### src/rtl/trap_controller.sv
// Trap sequencer: serialises trap-entry CSR saves (uepc, ucause, utval, ustatus)
// and uret's ustatus restore onto the single CSR write port, then redirects the PC.
module trap_controller (
  input  logic        iCLK,
  input  logic        iRST,
  input  logic [3:0]  iExcReq,
  input  logic [2:0]  iIntReq,
  input  logic        iURET,
  input  logic [31:0] iPC,
  input  logic [31:0] iTval,
  input  logic [31:0] iUSTATUS,
  input  logic [31:0] iUIE,
  input  logic [31:0] iUTVEC,
  input  logic [31:0] iUEPC,
  output logic        oCSRWe,
  output logic [6:0]  oCSRNum,
  output logic [31:0] oCSRData,
  output logic        oBusy,
  output logic        oFlush,
  output logic        oPCSel,
  output logic [31:0] oTrapPC
);

  typedef enum logic [2:0] {
    IDLE, SAVE_EPC, SAVE_CAUSE, SAVE_TVAL, SAVE_STATUS, RESTORE, REDIRECT
  } state_e;

  localparam logic [6:0] CSR_USTATUS = 7'd0;
  localparam logic [6:0] CSR_UEPC    = 7'd65;
  localparam logic [6:0] CSR_UCAUSE  = 7'd66;
  localparam logic [6:0] CSR_UTVAL   = 7'd67;

  state_e      state_q, state_d;
  logic [31:0] cause_q, cause_d;
  logic [31:0] pc_q, pc_d;       // faulting PC on a trap, saved uepc on uret
  logic [31:0] tval_q, tval_d;
  logic [31:0] status_q, status_d;
  logic [31:0] tvec_q, tvec_d;
  logic        ret_q, ret_d;

  logic [2:0]  int_ok;
  logic [31:0] tvec_base;

  assign int_ok    = iIntReq & {iUIE[8], iUIE[4], iUIE[0]} & {3{iUSTATUS[0]}};
  assign tvec_base = tvec_q & ~32'h3;

  always_ff @(posedge iCLK or posedge iRST) begin
    if (iRST) begin
      state_q  <= IDLE;
      cause_q  <= '0;
      pc_q     <= '0;
      tval_q   <= '0;
      status_q <= '0;
      tvec_q   <= '0;
      ret_q    <= 1'b0;
    end else begin
      // NOTE: non-blocking here so every register samples the pre-edge values.
      state_q  <= state_d;
      cause_q  <= cause_d;
      pc_q     <= pc_d;
      tval_q   <= tval_d;
      status_q <= status_d;
      tvec_q   <= tvec_d;
      ret_q    <= ret_d;
    end
  end

  always_comb begin
    // NOTE: hold-by-default assignments first so no path infers a latch.
    state_d  = state_q;
    cause_d  = cause_q;
    pc_d     = pc_q;
    tval_d   = tval_q;
    status_d = status_q;
    tvec_d   = tvec_q;
    ret_d    = ret_q;
    unique case (state_q)
      IDLE: begin
        if ((|iExcReq) || (|int_ok)) begin
          state_d  = SAVE_EPC;
          ret_d    = 1'b0;
          pc_d     = iPC;
          status_d = iUSTATUS;
          tvec_d   = iUTVEC;
          tval_d   = iTval;
          if (iExcReq[0])      cause_d = 32'd2;
          else if (iExcReq[1]) begin cause_d = 32'd8; tval_d = '0; end
          else if (iExcReq[2]) cause_d = 32'd4;
          else if (iExcReq[3]) cause_d = 32'd6;
          else begin
            tval_d = '0;
            if (int_ok[2])      cause_d = {1'b1, 31'd8};
            else if (int_ok[0]) cause_d = {1'b1, 31'd0};
            else                cause_d = {1'b1, 31'd4};
          end
        end else if (iURET) begin
          state_d  = RESTORE;
          ret_d    = 1'b1;
          pc_d     = iUEPC;
          status_d = iUSTATUS;
        end
      end
      SAVE_EPC:    state_d = SAVE_CAUSE;
      SAVE_CAUSE:  state_d = SAVE_TVAL;
      SAVE_TVAL:   state_d = SAVE_STATUS;
      SAVE_STATUS: state_d = REDIRECT;
      RESTORE:     state_d = REDIRECT;
      REDIRECT:    state_d = IDLE;
      default:     state_d = IDLE;
    endcase
  end

  always_comb begin
    oCSRWe   = 1'b0;
    oCSRNum  = '0;
    oCSRData = '0;
    oPCSel   = 1'b0;
    oTrapPC  = '0;
    oBusy    = (state_q != IDLE);
    oFlush   = (state_q != IDLE);
    unique case (state_q)
      SAVE_EPC:    begin oCSRWe = 1'b1; oCSRNum = CSR_UEPC;   oCSRData = pc_q;    end
      SAVE_CAUSE:  begin oCSRWe = 1'b1; oCSRNum = CSR_UCAUSE; oCSRData = cause_q; end
      SAVE_TVAL:   begin oCSRWe = 1'b1; oCSRNum = CSR_UTVAL;  oCSRData = tval_q;  end
      SAVE_STATUS: begin
        oCSRWe   = 1'b1;
        oCSRNum  = CSR_USTATUS;
        oCSRData = {status_q[31:5], status_q[0], status_q[3:1], 1'b0};
      end
      RESTORE: begin
        oCSRWe   = 1'b1;
        oCSRNum  = CSR_USTATUS;
        oCSRData = {status_q[31:5], 1'b1, status_q[3:1], status_q[4]};
      end
      REDIRECT: begin
        oPCSel = 1'b1;
        if (ret_q)
          oTrapPC = pc_q;
        else if (tvec_q[1:0] == 2'b01 && cause_q[31])
          oTrapPC = tvec_base + {cause_q[29:0], 2'b00};
        else
          oTrapPC = tvec_base;
      end
      default: ;
    endcase
  end

endmodule

### config.mk
export PLATFORM = sky130hd
export DESIGN_NAME = trap_controller
export DESIGN_NICKNAME = d
export VERILOG_FILES = /design/src/rtl/trap_controller.sv
export SDC_FILE = /design/constraint.sdc
export NUM_CORES = 1
export LEC_CHECK = 0
export BUFFER_PORTS_ARGS = -buffer_cell sky130_fd_sc_hd__buf_2
export CORE_ASPECT_RATIO = 1.5
export CORE_MARGIN = 5
export CORE_UTILIZATION = 50
export DETAILED_ROUTE_END_ITERATION = 10
export PLACE_DENSITY = 0.82
export SYNTH_ARGS = -nofsm -noshare
export SYNTH_HDL_FRONTEND = slang
export SYNTH_SLANG_ARGS = --single-unit
### constraint.sdc
create_clock -name iCLK -period 6.22 [get_ports iCLK]
set_clock_uncertainty 0.1 [all_clocks]
set_input_delay 0.933 -clock iCLK [delete_from_list [all_inputs] [get_ports iCLK]]
set_output_delay 0.933 -clock iCLK [all_outputs]
set_load 0.01 [all_outputs]
# == After elaboration in Yosys (flattened, before gate mapping) ==
# Cells that the tools add are included.
# totals
regBits,164
in_bits,202
output_inout_bits,75
word_cells,55
# op_classes
addsub,1
eq_ne,8
muxes,26
n_bitwise,2
reduce_logical,11
# op_table
cell,n
$mux 32,15
$pmux 32 s5,1
$add 32x32->32,1
$pmux 7 s3,1
$pmux 3 s5,1
$eq 3x3->1 const B,3
$mux 3,3
$and 3x3->3,2
$eq 3x2->1 const B,2
$reduce_or 5->1,1
$mux 1,4
$mux 4,1
$reduce_and 2->1,2
$reduce_or 4->1,1
$eq 3x1->1 const B,1
$logic_not 3->1,1
$ne 3x3->1 const B,1
$reduce_bool 3->1,1
$reduce_or 3->1,1
$eq 2x1->1 const B,1
$reduce_bool 2->1,1
$reduce_or 2->1,1
$logic_and 1x1->1,1
$logic_or 1x1->1,1

# == Longest topological paths before layout ==
# Gate-level depths: netlist of run 1.
# logic_depth
depth_word,8
mapped_depth,8
mapped_depth_nobuf,7

# == Worst setup path after synthesis of run 1 ==
# OpenSTA, ideal clock, no wires.
# synth_path
path_kind,reg2out
startpoint,register cause_q[1]
endpoint,output oTrapPC[17]
arrival_ns,2.014
t_required_ns,5.187
setup_slack_ns,3.173
path_stages_with_launch,8
n_path_buf,0
path_cell_list,dfrtp_1 ha_1 fa_1 a21oi_1 nor4_4 nand4_1 xor2_1 a211oi_1
# synth_via
elab_chain_cells,4
# synth_rtl
item,line_no,source
start: declaration,34,"logic [31:0] cause_q, cause_d;"
start signal: assignment,59,cause_q <= cause_d;
$add 32x32->32,140,"oTrapPC = tvec_base + {cause_q[29:0], 2'b00};"
$mux 32,139,else if (tvec_q[1:0] == 2'b01 && cause_q[31])
$mux 32,137,if (ret_q)
$mux 32,121,unique case (state_q)
end: declaration,21,output logic [31:0] oTrapPC
# Every way passes these cells.

# == Worst setup path after layout of run 1 ==
# layout_path
startpoint,register state_q[1]
endpoint,output oTrapPC[12]
# layout_via
elab_chain_cells,2
# layout_rtl
item,line_no,source
start: declaration,33,"state_e state_q, state_d;"
start signal: assignment,58,state_q <= state_d;
$eq 3x3->1,121,
$mux 32,121,
# Every way passes these cells.

==> qor.csv, run 1 <==
metric;value;unit
outcome;complete, no violations;
Worst setup EP type;output port;
drt drc;0;
Die Footprint;17400;um2
cts repair resizes;0;
top cells by count, synth;212 x nand2_1, 136 x dfrtp_1, 60 x o21ai_1;
Worst-Skew Late Latency;0.41;ns
global-route wire length before repair;35700;um
CTS tree;built;
WHS Endpoint;tval_q[26];
Placer Congestion;0.903;
Arr. time, crit path;3.19;ns
synthesized flop and latch total;136;
DR iter-0 viols;455;
Post-CTS Setup Repair Bufs;0;
hold_buf cts;0;
CTS buffer count;17;
Relative slew margins;16.4;%
FF-to-FF End;tvec_q[3];
die width;109;um
yosys warns;0;
Fmax;0.237;GHz
Post-synth EDFFs;0;
post-synthesis cell type count;53;
Netlist Area Pre-Place;7390;um2
final setup margin;1.99;ns
CP Max Fanout;27;
Req. time, crit path;5.19;ns
cell count after synthesis;837;
drt via density;5.55;
initial antenna violation count;1;
Seq/Total Area, Yosys;46.1;%
Initial Utilization;50.9;%
I/O pin count;277;
clock slew at reported path FFs;0.06;ns
cell area after layout;9250;um2
worst hold slack;0.366;ns
Nets;1260;
R2R cell count;6;
row count;54;
Async SR Flop Fraction;100;%
leakage power;4.55;nW
core area;14500;um2
DRT Wirelength;23100;um
Final period util;68.0;%
reg2reg start;state_q[1];
max-slew violations;0;
CTS sink cnt;136;
grt total ovfl;0;
final hold viol count;0;
hold path startpoint;tval_q[26];
Place WS;2.39;ns
CP Class;reg2out;
PortBufs;243;
GRT Util Overall;26.4;%
Synth Flop Type;dfrtp_1;
wire per inst;18.3;um
vias in the first global route;6813;
RSZ-0062 raised after global routing;no;
PD cells;505;nW/um2
hold depth;2;
worst vdd ir;0.000279;V
Vias;6991;
DR pass1 iterations;5;
slew of the pin with the lowest slew margin;1.25;ns
most frequent cell after synthesis;nand2_1;
Power Total;4.67;mW
root buf cell;clkbuf_16;
layout cell share with drive strength beyond 1;28.7;%
Synth Area per Inst;8.83;um2
final HPWL from detailed placement;17000;um
Die H;159;um
max_cap viols;0;
Max Buffers Root-to-Sink;2;
Worst R2R Setup Slack;2.98;ns
largest net degree at the start of global routing;97;
min-delay worst type;reg2reg;
Final setup viols;0;
Area contributors post-synth;dfrtp_1 46%, nand2_1 11%, mux2i_1 5.0%;
Area Overhead vs Synth;25.2;%
final setup TNS;0;ns
number of routed nets with antenna violations;0;
H-tree levels;4;
Worst setup SP type;register;
fin crit period;4.23;ns
cell taking the most area after synthesis;dfrtp_1;
placed inst area;8670;um2
Yosys top cell area share;46.1;%
sequential cells by signal, summed over array words and instances (netlist names):
register and count:
pc_q 32, tvec_q 32, cause_q 4, tval_q 32, status_q 32, ret_q 1, state_q 3
final cells by class:
type,count,area (um2)
timing repair buffer,253,1290
sequential,136,3400
inverter,11,46.3
clock inverter,14,138
antenna,1,2.50
tap,196,245
clock buffer,18,439
fill,1239,5270
multi-input combinational,631,3690
metrics by stage:
stage / utilization (%) / cells
floorplan: - / 840
global placement: 59.7 / 1227
detailed placement: 59.7 / 1227
CTS: 63.7 / 1259
global route: 63.7 / 1260
finish: 63.7 / 1260
report_power, final:
part	switching, mW	total [mW]	internal (mW)
clock network	0.410	0.980	0.569
logic	1.20	1.94	0.742
registers	0.430	1.75	1.32
worst max-delay path by stage:
stage,cells after the start,start,to,slack [ns]
global route,6,state_q[1],oTrapPC[12],1.79
detailed placement,7,iExcReq[3],cause_q[3],2.39
floorplan,1,iRST,cause_q[1],1.55
finish,6,state_q[1],oTrapPC[12],1.99
global placement,7,iExcReq[3],cause_q[3],2.41
CTS,6,state_q[1],oTrapPC[31],2.00
cells by family after synthesis:
kind of cell / after synthesis / synth area share, %
AOI/OAI and AO/OA: 164 / 13.0
and+or+nand+nor: 359 / 21.7
xor gates and xnor gates: 27 / 3.20
DFF: 136 / 46.1
adders and majority gates: 8 / 1.46
other: 1 / 0.0507
buffers and inverters: 73 / 4.59
muxes: 69 / 9.89
placed cells by master (no fill, tap or decap), drive strengths merged, types with 4 or more instances in the layout:
cell type  count
conb           4
nor2          53
mux2          32
dfrtp        136
xnor2         18
mux2i         37
nor3           9
nand4          7
nor4           6
clkbuf        18
a222oi         4
nor2b          4
a21oi         41
a211oi         5
nand3         42
a22o           5
inv           15
xor2           9
nand2        212
ha             7
and3           9
a22oi         26
clkinv         7
o21ai         74
buf          253
critical path, cell delays in order (launching register included):
cell and delay (ns):
dfrtp_1 0.90, nor2b_1 0.42, nand2_1 0.35, inv_2 0.47
nand2_1 0.27, o21ai_1 0.22, buf_2 0.16
per-layer routing:
layer	wire length (um)	track usage, %	vias up
met3	1330	4.18	83
li1	-	-	3302
met2	11500	42.4	304
met5	0	0	-
met1	9080	33.6	3302
met4	1220	14.3	0
(Power assumes the default switching activity.)
==> inputs of run 2 (changes only) <==
--- a/config.mk
+++ b/config.mk
@@ -5,12 +5,13 @@
 export SDC_FILE = /design/constraint.sdc
 export NUM_CORES = 1
 export LEC_CHECK = 0
+export ABC_AREA = 1
 export BUFFER_PORTS_ARGS = -buffer_cell sky130_fd_sc_hd__buf_2
 export CORE_ASPECT_RATIO = 1.5
 export CORE_MARGIN = 5
-export CORE_UTILIZATION = 50
+export CORE_UTILIZATION = 46
 export DETAILED_ROUTE_END_ITERATION = 10
-export PLACE_DENSITY = 0.82
+export PLACE_DENSITY = 0.78
 export SYNTH_ARGS = -nofsm -noshare
 export SYNTH_HDL_FRONTEND = slang
 export SYNTH_SLANG_ARGS = --single-unit
==> constraint.sdc (replaced) <==
create_clock -name iCLK -period 3.41 [get_ports iCLK]
set_clock_uncertainty 0.1 [all_clocks]
set_input_delay 0.5115 -clock iCLK [delete_from_list [all_inputs] [get_ports iCLK]]
set_output_delay 0.5115 -clock iCLK [all_outputs]
set_load 0.01 [all_outputs]
==> run 2 against run 1 <==
Against the previous run:
- clock power increased by 97%
- flip-flop and latch count did not move
- sequential share of layout area fell by 2.3 points
- total power grew 90%
- worst setup slack got worse by 1.7 ns
- critical endpoint is now oCSRData[13]
- largest cell class unchanged
- non-clock buffer count up 6
- register-to-register slack worse by 2.1 ns
- critical path type unchanged
- die area increased by 16%
==> qor.csv, run 2 <==
metric;value;unit
outcome;complete, no violations;
Synth Area per Inst;7.03;um2
Post-CTS Setup Repair Bufs;0;
max_cap viols;0;
yosys warns;0;
Initial Utilization;46.4;%
fin crit period;3.12;ns
most frequent cell after synthesis;nand2_1;
Relative slew margins;22.1;%
commonest non-fill, non-tap cell in the layout;nand2_1;
Synth Flop Type;dfrtp_1;
CP Max Fanout;13;
global-route wire length before repair;41400;um
vias in the first global route;8099;
top cells by count, synth;434 x nand2_1, 136 x dfrtp_1, 120 x inv_1;
DR iter-0 viols;762;
Max Buffers Root-to-Sink;2;
row count;59;
cts repair resizes;0;
Die Footprint;20100;um2
drt via density;5.29;
min-delay worst type;in2async;
reg2reg start;state_q[0];
RSZ-0062 raised after global routing;no;
wire per inst;16.9;um
FF+latch area;3400;um2
Area contributors post-synth;dfrtp_1 43%, nand2_1 20%, nand3_1 5.9%;
Final setup viols;0;
Yosys top cell area share;42.6;%
Async SR Flop Fraction;100;%
CTS sink cnt;136;
largest net degree at the start of global routing;77;
GRT Util Overall;25.7;%
PD cells;899;nW/um2
worst path cell trace;nand3_1, buf_4, inv_1, buf_4, nand2_1, a31oi_1, buf_2;
Worst setup SP type;register;
worst vdd ir;0.000594;V
root buf cell;clkbuf_16;
H-tree levels;4;
Placer Congestion;0.939;
Fmax;0.320;GHz
grt total ovfl;0;
number of routed nets with antenna violations;0;
FILL cells;1655;
drt drc;0;
cell count after synthesis;1136;
Vias;8359;
Die H;171;um
R2R cell count;7;
Arr. time, crit path;2.51;ns
Nets;1562;
die width;118;um
post-synthesis cell type count;40;
leakage power;5.35;nW
Crit path top cell by count;buf_4;
Multi-input gate area;3740;um2
worst hold slack;0.150;ns
Worst-Skew Late Latency;0.42;ns
synthesized flop and latch total;136;
Netlist Area Pre-Place;7990;um2
cell taking the most area after synthesis;dfrtp_1;
DRT Wirelength;26700;um
clock slew at reported path FFs;0.06;ns
Req. time, crit path;2.80;ns
slowest CP cell;dfrtp_1;
final hold viol count;0;
CTS tree;built;
core area;17200;um2
Layout Utilization;57.4;%
final HPWL from detailed placement;19800;um
Slowest Stage Delay on Critical Path;0.63;ns
I/O pin count;277;
max-slew violations;0;
initial antenna violation count;2;
most frequent cells in the layout;434 x nand2_1, 243 x buf_2, 136 x dfrtp_1;
layout cell share with drive strength beyond 1;23.4;%
Area Overhead vs Synth;23.7;%
FF-to-FF End;tvec_q[8];
PortBufs;243;
Worst setup EP type;output port;
final setup TNS;0;ns
CP Class;reg2out;
Post-synth EDFFs;0;
DR pass1 iterations;5;
slew of the pin with the lowest slew margin;1.17;ns
hold_buf cts;0;
Final period util;91.6;%
CTS buffer count;17;
Worst R2R Setup Slack;0.85;ns
Seq/Total Area, Yosys;42.6;%
run 2: changes by cell type after synthesis, sizes merged, moves of 18 or more:
cell,change
mux2,-32
a22oi,-26
inv,+116
nand3,+54
mux2i,-37
nand2,+228
xnor2,-18
o21ai,+27
run 2: how the worst max path moves through the flow:
stage,start,end,slack [ns],cells after the start
floorplan,cause_q[1],oTrapPC[11],1.10,11
global placement,iExcReq[1],cause_q[1],0.76,9
detailed placement,iExcReq[1],tval_q[30],0.73,9
CTS,state_q[1],oCSRData[13],0.30,7
global route,state_q[1],oCSRData[13],0.09,7
finish,state_q[1],oCSRData[13],0.29,7
run 2: cell families (layout without fill, tap and decap cells):
| family | Yosys count | count (layout) | synth area share (%) |
|---|---|---|---|
| AND/OR/NAND/NOR | 612 | 612 | 32.2 |
| buffers and inverters | 192 | 418 | 10.7 |
| AO/OA/AOI/OAI | 185 | 185 | 12.8 |
| flip-flops | 136 | 136 | 42.6 |
| adder cells (fa/ha/maj) | 8 | 8 | 1.35 |
| XOR/XNOR | 2 | 2 | 0.219 |
| other | 1 | 6 | 0.0470 |
run 2: routing by layer:
metal	global-route usage (%)	routed length (um)
met3	4.08	1670
met2	44.3	13400
met5	0	13
met4	12.9	1170
met1	31.4	10400
run 2: per-stage QoR:
| stage | power (mW) | setup WS (ns) | cells | cell area [um2] |
|---|---|---|---|---|
| 2_1_floorplan | 5.72 | 1.10 | 1139 | 8000 |
| 3_3_place_gp | 6.79 | 0.761 | 1546 | 9260 |
| 3_5_place_dp | 6.91 | 0.735 | 1546 | 9260 |
| 4_1_cts | 8.89 | 0.303 | 1578 | 9870 |
| 5_1_grt | 9.52 | 0.0940 | 1579 | 9880 |
| 6_report | 8.88 | 0.286 | 1580 | 9880 |
run 2: worst max-delay path: cells and delay by family, from the launching register on:
kind                   cells  cell delay (ns)
buffers and inverters      4             1.04
flip-flops                 1             0.63
AO/OA/AOI/OAI              1             0.20
AND/OR/NAND/NOR            2             0.21
run 2: cell type report:
cell class                 count  share of cell area, %
timing repair buffer         259                   13.9
clock buffer                  17                   4.31
clock inverter                15                   1.89
sequential                   136                   34.4
antenna                        2                 0.0507
multi-input combinational    811                   37.8
tap                          213                   2.70
inverter                     127                   4.86
run 2: power breakdown:
group	internal (mW)	switching, mW
clock network	1.11	0.817
logic	1.29	2.60
registers	2.40	0.646
==> inputs of run 3 (changes only) <==
--- a/config.mk
+++ b/config.mk
@@ -7,11 +7,11 @@
 export LEC_CHECK = 0
 export ABC_AREA = 1
 export BUFFER_PORTS_ARGS = -buffer_cell sky130_fd_sc_hd__buf_2
-export CORE_ASPECT_RATIO = 1.5
 export CORE_MARGIN = 5
 export CORE_UTILIZATION = 46
 export DETAILED_ROUTE_END_ITERATION = 10
 export PLACE_DENSITY = 0.78
+export SKIP_LAST_GASP = 1
 export SYNTH_ARGS = -nofsm -noshare
 export SYNTH_HDL_FRONTEND = slang
 export SYNTH_SLANG_ARGS = --single-unit
==> run 3 against run 2 <==
Against the previous run:
- core utilization up 0.079 points
- critical path depth unchanged
- worst hold slack worse by 0.049 ns
- cell area unchanged
- via count down 0.59%
- die area down 0.27%
- largest cell class unchanged
- critical path type unchanged
==> qor.csv, run 3 (synthesis gave the netlist of run 2 again) <==
metric;value;unit
outcome;complete, no violations;
hold_buf cts;0;
CTS sink cnt;136;
placed inst area;9320;um2
Layout Utilization;57.5;%
global-route wire length before repair;41500;um
core area;17200;um2
Vias;8310;
final hold viol count;0;
max-slew violations;0;
slew of the pin with the lowest slew margin;0.907;ns
Initial Utilization;46.5;%
vias in the first global route;8099;
H-tree levels;4;
Worst setup SP type;register;
Post-CTS Setup Repair Bufs;0;
CTS tree;built;
RSZ-0062 raised after global routing;no;
GRT Util Overall;26.3;%
cts repair resizes;0;
Worst-Skew Late Latency;0.42;ns
final HPWL from detailed placement;19700;um
fin crit period;3.22;ns
min-delay worst type;in2async;
FILL cells;1654;
Relative slew margins;39.4;%
drt via density;5.20;
PortBufs;243;
Die H;142;um
Fmax;0.311;GHz
PD cells;886;nW/um2
commonest non-fill, non-tap cell in the layout;nand2_1;
drt drc;0;
DR pass1 iterations;7;
final setup TNS;0;ns
grt total ovfl;0;
worst path cell trace;inv_2, nor3_2, inv_2, a21oi_1, o21ai_0, inv_1, buf_2;
clock slew at reported path FFs;0.06;ns
Nets;1567;
slowest CP cell;dfrtp_1;
most frequent cells in the layout;434 x nand2_1, 243 x buf_2, 136 x dfrtp_1;
Slowest Stage Delay on Critical Path;0.63;ns
CP Class;reg2out;
DRT Wirelength;26400;um
wire per inst;16.5;um
max_cap viols;0;
CTS buffer count;17;
Final period util;94.3;%
Worst setup EP type;output port;
Crit path top cell by count;inv_2;
Area Overhead vs Synth;23.7;%
Final setup viols;0;
row count;48;
root buf cell;clkbuf_16;
worst vdd ir;0.000440;V
I/O pin count;277;
Req. time, crit path;2.80;ns
layout cell share with drive strength beyond 1;23.5;%
cell area after layout;9880;um2
leakage power;5.35;nW
die width;142;um
Power Total;8.75;mW
initial antenna violation count;2;
Max Buffers Root-to-Sink;2;
number of routed nets with antenna violations;0;
CP Max Fanout;22;
Placer Congestion;0.906;
DR iter-0 viols;677;
Die Footprint;20100;um2
largest net degree at the start of global routing;85;
Arr. time, crit path;2.61;ns
-- run 3: area by class of cell --
cell class / instances / area [um2] / share of cell area [%]
Sequential cell: 136 / 3400 / 34.4
Inverter: 127 / 480 / 4.86
Tap cell: 225 / 282 / 2.85
Timing Repair Buffer: 264 / 1410 / 14.3
Clock inverter: 11 / 98.8 / 1.00
Antenna cell: 2 / 5.00 / 0.0507
Multi-Input combinational cell: 811 / 3740 / 37.8
Clock buffer: 21 / 460 / 4.66
-- run 3: stage by stage --
| step | setup WS (ns) | hold WS [ns] | cells |
|---|---|---|---|
| 3_3_place_gp | 0.732 | 0.363 | 1563 |
| 3_5_place_dp | 0.694 | 0.370 | 1563 |
| 4_1_cts | 0.201 | 0.122 | 1595 |
| 5_1_grt | 0.0331 | 0.136 | 1596 |
| 2_1_floorplan | 1.10 | 0.349 | 1139 |
| 6_report | 0.193 | 0.101 | 1597 |
-- run 3: power breakdown --
| group | internal (mW) | switching [mW] |
|---|---|---|
| Combinational | 1.32 | 2.65 |
| Clock | 1.04 | 0.715 |
| Sequential | 2.41 | 0.618 |
| Total | 4.77 | 3.99 |
-- run 3: worst paths after layout --
| kind | from | end | slack (ns) | cells past startpoint |
|---|---|---|---|---|
| worst max register to register | state_q[0] | tvec_q[31] | 1.00 | 8 |
| worst max-delay path | state_q[1] | oTrapPC[9] | 0.19 | 7 |
| worst min register to register | tvec_q[2] | tvec_q[2] | 0.39 | 2 |
| min in group iCLK | iUSTATUS[29] | status_q[29] | 0.18 | 3 |
| max in group asynchronous | iRST | status_q[26] | 2.73 | 3 |
| worst min-delay path | iRST | pc_q[8] | 0.10 | 3 |
-- run 3: worst max-delay path, delay by kind of cell (launching register included) --
family / cells / cell delay, ns
compound gates: 2 / 0.34
buf+inv: 4 / 0.69
simple gates: 1 / 0.53
flops: 1 / 0.63
-- run 3: metal layers --
layer  GRT usage, %  vias to the layer above  part of all wire, %  wire (um)
met5              0                        -                0.027          7
met4           9.09                        2                  2.4        627
met3           5.46                       43                  7.2       1900
met2           43.8                      324                   49      12900
met1           34.0                     3879                   41      10900
li1               -                     4062                    -          -
